===== src/rtl/arkanoid_iir_sched_if.sv =====
// Bus bundle for the IIR scheduler: sample in/out buses plus the coefficient write port.
interface arkanoid_iir_sched_if #(
  parameter int unsigned CHANNELS = 3
);
  logic [16*CHANNELS-1:0] in_bus;
  logic                   cfg_we;
  logic [4:0]             cfg_addr;
  logic [17:0]            cfg_data;
  logic [16*CHANNELS-1:0] out_bus;
  logic                   out_valid;
  logic                   busy;

  modport master (
    output in_bus, cfg_we, cfg_addr, cfg_data,
    input  out_bus, out_valid, busy
  );

  modport slave (
    input  in_bus, cfg_we, cfg_addr, cfg_data,
    output out_bus, out_valid, busy
  );
endinterface


===== src/rtl/arkanoid_iir_sched.sv =====
// Time-multiplexed first-order IIR low-pass scheduler: one shared 18x18 MAC
// walks all channels once per sample tick, with shadowed coefficient writes.
module arkanoid_iir_sched #(
  parameter int unsigned CHANNELS = 3,
  parameter int unsigned DIV      = 64
) (
  input logic                clk,
  input logic                reset,
  arkanoid_iir_sched_if.slave bus
);
  localparam int unsigned CW  = (DIV > 1) ? $clog2(DIV) : 1;
  localparam int unsigned CHW = (CHANNELS > 1) ? $clog2(CHANNELS) : 1;
  localparam logic signed [17:0] B_DEF  = 18'sd7278;
  localparam logic signed [17:0] A2_DEF = -18'sd18211;

  typedef enum logic [2:0] {IDLE, MAC0, MAC1, MAC2, WB, DONE} state_e;

  state_e                 state_q, state_d;
  logic [CW-1:0]          cnt_q, cnt_d;
  logic [CHW-1:0]         chan_q, chan_d;
  logic signed [37:0]     acc_q, acc_d;
  logic signed [15:0]     x_lat_q [CHANNELS], x_lat_d [CHANNELS];
  logic signed [15:0]     x1_q    [CHANNELS], x1_d    [CHANNELS];
  logic signed [15:0]     y1_q    [CHANNELS], y1_d    [CHANNELS];
  logic signed [15:0]     y_res_q [CHANNELS], y_res_d [CHANNELS];
  logic signed [17:0]     coef_sh_q  [CHANNELS][3], coef_sh_d  [CHANNELS][3];
  logic signed [17:0]     coef_act_q [CHANNELS][3], coef_act_d [CHANNELS][3];
  logic [16*CHANNELS-1:0] out_bus_q, out_bus_d;
  logic                   out_valid_q, out_valid_d;
  logic                   busy_q, busy_d;

  logic                   tick_c;
  logic [2:0]             cfg_chan_c;
  logic [1:0]             cfg_sel_c;
  logic                   cfg_ok_c;
  logic signed [15:0]     x_sel_c, x1_sel_c, y1_sel_c, y_sat_c;
  logic signed [17:0]     b1_sel_c, b2_sel_c, a2_sel_c, mul_a_c, mul_b_c;
  logic signed [35:0]     prod_c;
  logic signed [37:0]     prod_ext_c, acc_shift_c;

  assign tick_c     = (cnt_q == CW'(DIV - 1));
  assign cfg_chan_c = bus.cfg_addr[4:2];
  assign cfg_sel_c  = bus.cfg_addr[1:0];
  assign cfg_ok_c   = bus.cfg_we && (cfg_sel_c != 2'd3) && (32'(cfg_chan_c) < CHANNELS);

  assign bus.out_bus   = out_bus_q;
  assign bus.out_valid = out_valid_q;
  assign bus.busy      = busy_q;

  always_ff @(posedge clk or negedge reset) begin
    if (!reset) begin
      state_q     <= IDLE;
      cnt_q       <= '0;
      chan_q      <= '0;
      acc_q       <= '0;
      out_bus_q   <= '0;
      out_valid_q <= 1'b0;
      busy_q      <= 1'b0;
      for (int unsigned c = 0; c < CHANNELS; c++) begin
        x_lat_q[c]       <= '0;
        x1_q[c]          <= '0;
        y1_q[c]          <= '0;
        y_res_q[c]       <= '0;
        coef_sh_q[c][0]  <= B_DEF;
        coef_sh_q[c][1]  <= B_DEF;
        coef_sh_q[c][2]  <= A2_DEF;
        coef_act_q[c][0] <= B_DEF;
        coef_act_q[c][1] <= B_DEF;
        coef_act_q[c][2] <= A2_DEF;
      end
    end else begin
      state_q     <= state_d;
      cnt_q       <= cnt_d;
      chan_q      <= chan_d;
      acc_q       <= acc_d;
      out_bus_q   <= out_bus_d;
      out_valid_q <= out_valid_d;
      busy_q      <= busy_d;
      x_lat_q     <= x_lat_d;
      x1_q        <= x1_d;
      y1_q        <= y1_d;
      y_res_q     <= y_res_d;
      coef_sh_q   <= coef_sh_d;
      coef_act_q  <= coef_act_d;
    end
  end

  always_comb begin
    state_d     = state_q;
    chan_d      = chan_q;
    acc_d       = acc_q;
    x_lat_d     = x_lat_q;
    x1_d        = x1_q;
    y1_d        = y1_q;
    y_res_d     = y_res_q;
    coef_sh_d   = coef_sh_q;
    coef_act_d  = coef_act_q;
    out_bus_d   = out_bus_q;
    out_valid_d = 1'b0;
    cnt_d       = tick_c ? '0 : cnt_q + CW'(1);
    x_sel_c     = '0;
    x1_sel_c    = '0;
    y1_sel_c    = '0;
    b1_sel_c    = '0;
    b2_sel_c    = '0;
    a2_sel_c    = '0;

    for (int unsigned c = 0; c < CHANNELS; c++) begin
      for (int unsigned s = 0; s < 3; s++) begin
        if (cfg_ok_c && cfg_chan_c == 3'(c) && cfg_sel_c == 2'(s)) coef_sh_d[c][s] = bus.cfg_data;
      end
      if (chan_q == CHW'(c)) begin
        x_sel_c  = x_lat_q[c];
        x1_sel_c = x1_q[c];
        y1_sel_c = y1_q[c];
        b1_sel_c = coef_act_q[c][0];
        b2_sel_c = coef_act_q[c][1];
        a2_sel_c = coef_act_q[c][2];
      end
    end

    // Shared multiplier: operand pair chosen by the MAC phase.
    mul_a_c = b1_sel_c;
    mul_b_c = {{2{x_sel_c[15]}}, x_sel_c};
    if (state_q == MAC1) begin
      mul_a_c = b2_sel_c;
      mul_b_c = {{2{x1_sel_c[15]}}, x1_sel_c};
    end else if (state_q == MAC2) begin
      mul_a_c = a2_sel_c;
      mul_b_c = {{2{y1_sel_c[15]}}, y1_sel_c};
    end
    prod_c      = mul_a_c * mul_b_c;
    prod_ext_c  = {{2{prod_c[35]}}, prod_c};
    acc_shift_c = acc_q >>> 15;
    if (acc_shift_c > 38'sd32767)       y_sat_c = 16'sd32767;
    else if (acc_shift_c < -38'sd32768) y_sat_c = -16'sd32768;
    else                                y_sat_c = acc_shift_c[15:0];

    case (state_q)
      IDLE: if (tick_c) begin
        for (int unsigned c = 0; c < CHANNELS; c++) x_lat_d[c] = bus.in_bus[16*c +: 16];
        coef_act_d = coef_sh_d;
        chan_d     = '0;
        state_d    = MAC0;
      end
      MAC0: begin acc_d = prod_ext_c;         state_d = MAC1; end
      MAC1: begin acc_d = acc_q + prod_ext_c; state_d = MAC2; end
      MAC2: begin acc_d = acc_q - prod_ext_c; state_d = WB;   end
      WB: begin
        for (int unsigned c = 0; c < CHANNELS; c++) begin
          if (chan_q == CHW'(c)) begin
            y_res_d[c] = y_sat_c;
            x1_d[c]    = x_lat_q[c];
            y1_d[c]    = y_sat_c;
          end
        end
        // Output register loads on entry to DONE so the bus is valid with the pulse.
        if (chan_q == CHW'(CHANNELS - 1)) begin
          for (int unsigned c = 0; c < CHANNELS; c++) out_bus_d[16*c +: 16] = y_res_d[c];
          out_valid_d = 1'b1;
          state_d     = DONE;
        end else begin
          chan_d  = chan_q + CHW'(1);
          state_d = MAC0;
        end
      end
      DONE:    state_d = IDLE;
      default: state_d = IDLE;
    endcase

    busy_d = (state_d != IDLE);
  end

  tick_while_busy: assert property (@(posedge clk) disable iff (!reset) !(tick_c && state_q != IDLE));
endmodule


===== src/flat_wrapper.sv =====
// flat-port wrapper written by rule: the top's interface ports become plain ports
module arkanoid_iir_sched_flat 
#(
  parameter int unsigned CHANNELS = 3,
  parameter int unsigned DIV      = 64
)
  (clk, reset, bus_in_bus, bus_cfg_we, bus_cfg_addr, bus_cfg_data, bus_out_bus, bus_out_valid, bus_busy);
  arkanoid_iir_sched_if #(.CHANNELS(CHANNELS)) bus_i ();
  input logic clk;
  input logic reset;
  input wire logic [$bits(bus_i.in_bus)-1:0] bus_in_bus;
  input wire logic [$bits(bus_i.cfg_we)-1:0] bus_cfg_we;
  input wire logic [$bits(bus_i.cfg_addr)-1:0] bus_cfg_addr;
  input wire logic [$bits(bus_i.cfg_data)-1:0] bus_cfg_data;
  output wire logic [$bits(bus_i.out_bus)-1:0] bus_out_bus;
  output wire logic [$bits(bus_i.out_valid)-1:0] bus_out_valid;
  output wire logic [$bits(bus_i.busy)-1:0] bus_busy;
  assign bus_i.in_bus = bus_in_bus;
  assign bus_i.cfg_we = bus_cfg_we;
  assign bus_i.cfg_addr = bus_cfg_addr;
  assign bus_i.cfg_data = bus_cfg_data;
  assign bus_out_bus = bus_i.out_bus;
  assign bus_out_valid = bus_i.out_valid;
  assign bus_busy = bus_i.busy;
  arkanoid_iir_sched #(.CHANNELS(CHANNELS), .DIV(DIV)) u_core (.clk(clk), .reset(reset), .bus(bus_i));
endmodule

===== config.mk =====
export PLATFORM = sky130hd
export DESIGN_NAME = arkanoid_iir_sched_flat
export DESIGN_NICKNAME = d
export VERILOG_FILES = /design/src/rtl/arkanoid_iir_sched_if.sv /design/src/rtl/arkanoid_iir_sched.sv /design/src/flat_wrapper.sv
export SDC_FILE = /design/constraint.sdc
export NUM_CORES = 2
export LEC_CHECK = 0
export BUFFER_PORTS_ARGS = -buffer_cell sky130_fd_sc_hd__clkbuf_2
export CORE_UTILIZATION = 40
export CTS_BUF_LIST = sky130_fd_sc_hd__clkbuf_4
export DETAILED_ROUTE_END_ITERATION = 8
export PLACE_DENSITY = 0.6
export SETUP_SLACK_MARGIN = 0.2
export SYNTH_ARGS = -nofsm -noshare
export SYNTH_HDL_FRONTEND = slang
export SYNTH_SLANG_ARGS = --single-unit
export TNS_END_PERCENT = 100

===== constraint.sdc =====
create_clock -name clk -period 31.6 [get_ports clk]
set_clock_uncertainty 0.2 [all_clocks]
set_input_delay 6.32 -clock clk [delete_from_list [all_inputs] [get_ports clk]]
set_output_delay 6.32 -clock clk [all_outputs]
set_load 0.05 [all_outputs]

==> flow_summary.json <==
{
  "yosysWarnings": 0,
  "finalSetupViolCount": 0,
  "grt_max_degree": 150,
  "async_reset_ff_frac": 1.00,
  "routed_wirelength_um": 116000,
  "crit_top_cell": "fa_1",
  "die_y_um": 321,
  "dp_hpwl_um": 81100,
  "wl_met3_um": 7620,
  "drt.antenna.violating_nets": 0,
  "met2WireLength_um": 54300,
  "clock_latency_ps": 1070,
  "drtPass1Iterations": 5,
  "vdd_ir_drop_max_uv": 28.3,
  "yosys.area.top_type_share": 0.265,
  "drive_above_1_share": 0.190,
  "p_sw_w": 0.000397,
  "met1Wirelength_um": 51300,
  "period_share": 0.400,
  "drt-initial-drc-count": 1945,
  "post-place-ws_ps": 19040,
  "drcViolationCount": 0,
  "ctsHoldBuffers": 0,
  "cts_made_buffers": 164,
  "htreeDepth": 4,
  "hold_ws_ps": 257,
  "holdPathEnd": "u_core.coef_act_q[95]$_DFFE_PN1P_",
  "finalSetupTns_ps": 0,
  "dpl_cell_area_um2": 42900,
  "place.gp.congestion": 0.911,
  "worstHoldStart": "u_core.coef_act_q[95]$_DFFE_PN1P_",
  "comb_power_share": 0.046,
  "grt.total_usage": 0.232,
  "viasPerCell": 5.22,
  "path_max_fanout": 52,
  "core_area_um2": 101000,
  "cp_slowest_stage_delay_ps": 850,
  "synth_cell_types": 76,
  "min_path_type": "reg -> reg",
  "worst_slack_ps": 18970,
  "yosysSeqAreaShare": 0.373,
  "worst_pin_slew_ps": 1260,
  "r2r_end": "u_core.acc_q[37]$_DFFE_PN0P_",
  "reg2reg_depth": 40,
  "synthCells": 4441,
  "die_w_um": 321,
  "yosysTopAreaCell": "dfrtp_1",
  "cts_tree": "yes",
  "grt_pass1_wl_um": 185000,
  "netlist_area_um2": 40800,
  "final_cell_area_um2": 45200,
  "critPathArrivalTime_ps": 13390,
  "final-hold-violation-count": 0,
  "relSlewSlack": 0.150,
  "syn2layout_area_growth_pct": 10.9,
  "cts.sink_count": 599,
  "drv_slew": 0,
  "swShare": 0.238,
  "max_freq_mhz": 79.2,
  "die_area_um2": 103000,
  "rr_startpoint": "u_core.chan_q[0]$_DFFE_PN0P_",
  "synth_edf_count": 0,
  "powerDensity_nw_per_um2": 36.9,
  "path_class": "reg -> reg",
  "maxCapViolations": 0,
  "syn-num-nets": 4976,
  "grt_pass1_vias": 32500,
  "pwr-share-seq": 0.498,
  "cts_setup_buffers": 0,
  "nets": 5098,
  "grt_overflow_total": 0,
  "rsz0062_at_grt": "false",
  "synth.avg_cell_area_um2": 9.18,
  "leakage_nw": 22.6,
  "synth_seq_cells": 599,
  "synth_ff_type": "dfrtp_1",
  "cts_resized": 0,
  "routed.top_layer": "met5",
  "root_buffer": "clkbuf_4",
  "wl_per_cell_um": 19.1,
  "fin_crit_ps": 12630,
  "num_vias": 31600,
  "clk_pin_slew_ps": 70,
  "status": "finished, final reports clean",
  "initial_core_util": 0.405,
  "p_int_w": 0.00127,
  "cp_slowest_cell": "o31a_1",
  "power.share.clock": 0.456,
  "critPathRequiredTime_ps": 32360,
  "io_buffers": 123,
  "synth_area_leaders": "dfrtp_1 26%, fa_1 16%, dfstp_2 11%",
  "post_synth_most_frequent_cells": "1160 x nand2_1, 431 x dfrtp_1, 392 x inv_1",
  "crit_buf_inv": 7,
  "startpoint_type": "register",
  "r2r_slack_ps": 18970,
  "synth_most_common_cell": "nand2_1",
  "antenna_found_initial": 2,
  "crit_family": "adder cells",
  "critPathCaptureType": "register",
  "rows": 116,
  "min_path_cells": 2,
  "pin_count": 124,
  "clock_path_buffers": 3
}
==> cells in the final DEF, fill, tap and decap left out, types with 122 or more instances in the layout <==
cell type,count
a21oi_1,161
dfrtp_1,430
clkbuf_2,122
nor2_1,336
mux2_2,196
dfstp_2,168
fa_1,324
o21ai_0,231
ha_1,134
inv_1,392
clkbuf_4,265
nand2_1,1155
==> how the worst max path moves through the flow <==
stage	from	to	slack, ps	depth (start not counted)
floorplan	u_core.chan_q[1]$_DFFE_PN0P_	u_core.acc_q[37]$_DFFE_PN0P_	20370	47
global placement	u_core.chan_q[0]$_DFFE_PN0P_	u_core.acc_q[37]$_DFFE_PN0P_	19160	40
detailed placement	u_core.chan_q[0]$_DFFE_PN0P_	u_core.acc_q[37]$_DFFE_PN0P_	19040	41
CTS	u_core.chan_q[0]$_DFFE_PN0P_	u_core.acc_q[37]$_DFFE_PN0P_	19060	40
global route	u_core.chan_q[0]$_DFFE_PN0P_	u_core.acc_q[37]$_DFFE_PN0P_	18150	40
finish	u_core.chan_q[0]$_DFFE_PN0P_	u_core.acc_q[37]$_DFFE_PN0P_	18970	40
==> cell families (layout without fill, tap and decap cells) <==
group,after synthesis,count (layout),share of synthesized area
multiplexers,268,268,0.0727
XOR/XNOR,94,94,0.0202
buffers and inverters,632,882,0.0588
AO/OA/AOI/OAI,700,700,0.108
AND/OR/NAND/NOR,1687,1687,0.167
adder cells (fa/ha/maj),461,461,0.201
flip-flops,599,599,0.373
other,0,5,0
==> tightest hold or removal path: cells and delay by family, from the launching register on <==
kind             cells  cell delay, ps
DFF                  1             360
and+or+nand+nor      2             100
==> power groups by stage <==
stage,logic (W),clock network (W),registers [W]
after floorplan,0.0000465,0,0.000840
after global placement,0.0000764,0,0.000842
after detailed placement,0.0000779,0,0.000844
after CTS,0.0000780,0.000784,0.000830
after global routing,0.0000862,0.000820,0.000834
final,0.0000770,0.000761,0.000830
==> area by class of cell <==
type / instances / area [um^2]
Clock inverter: 29 / 277
Fill cell: 9826 / 55400
Tap cell: 1357 / 1700
Antenna cell: 5 / 12.5
Timing Repair Buffer: 195 / 1180
Sequential cell: 599 / 15200
Clock buffer: 265 / 1990
Inverter: 393 / 1480
Multi-Input combinational cell: 3210 / 23400
==> flip-flops by register name, indices dropped and copies added (netlist names) <==
register,cells
u_core.x1_q,48
u_core.bus.out_valid,1
u_core.state_q,3
u_core.bus.out_bus,48
u_core.cnt_q,6
u_core.y1_q,48
u_core.chan_q,2
u_core.acc_q,38
u_core.coef_act_q,162
u_core.x_lat_q,48
u_core.y_res_q,32
u_core.bus.busy,1
u_core.coef_sh_q,162
==> layer usage <==
metal	track usage	vias to the layer above
li1	-	14800
met1	0.311	15700
met2	0.376	916
met3	0.0490	179
met4	0.0692	2
met5	0.0109	-
==> stage by stage <==
stage,util,cells,power (W)
2_1_floorplan,-,4441,0.000887
3_3_place_gp,0.427,5754,0.000918
3_5_place_dp,0.427,5754,0.000922
4_1_cts,0.449,6048,0.00169
5_1_grt,0.449,6053,0.00174
6_report,0.449,6053,0.00167
Note: power is estimated with default switching activity, not from simulation.
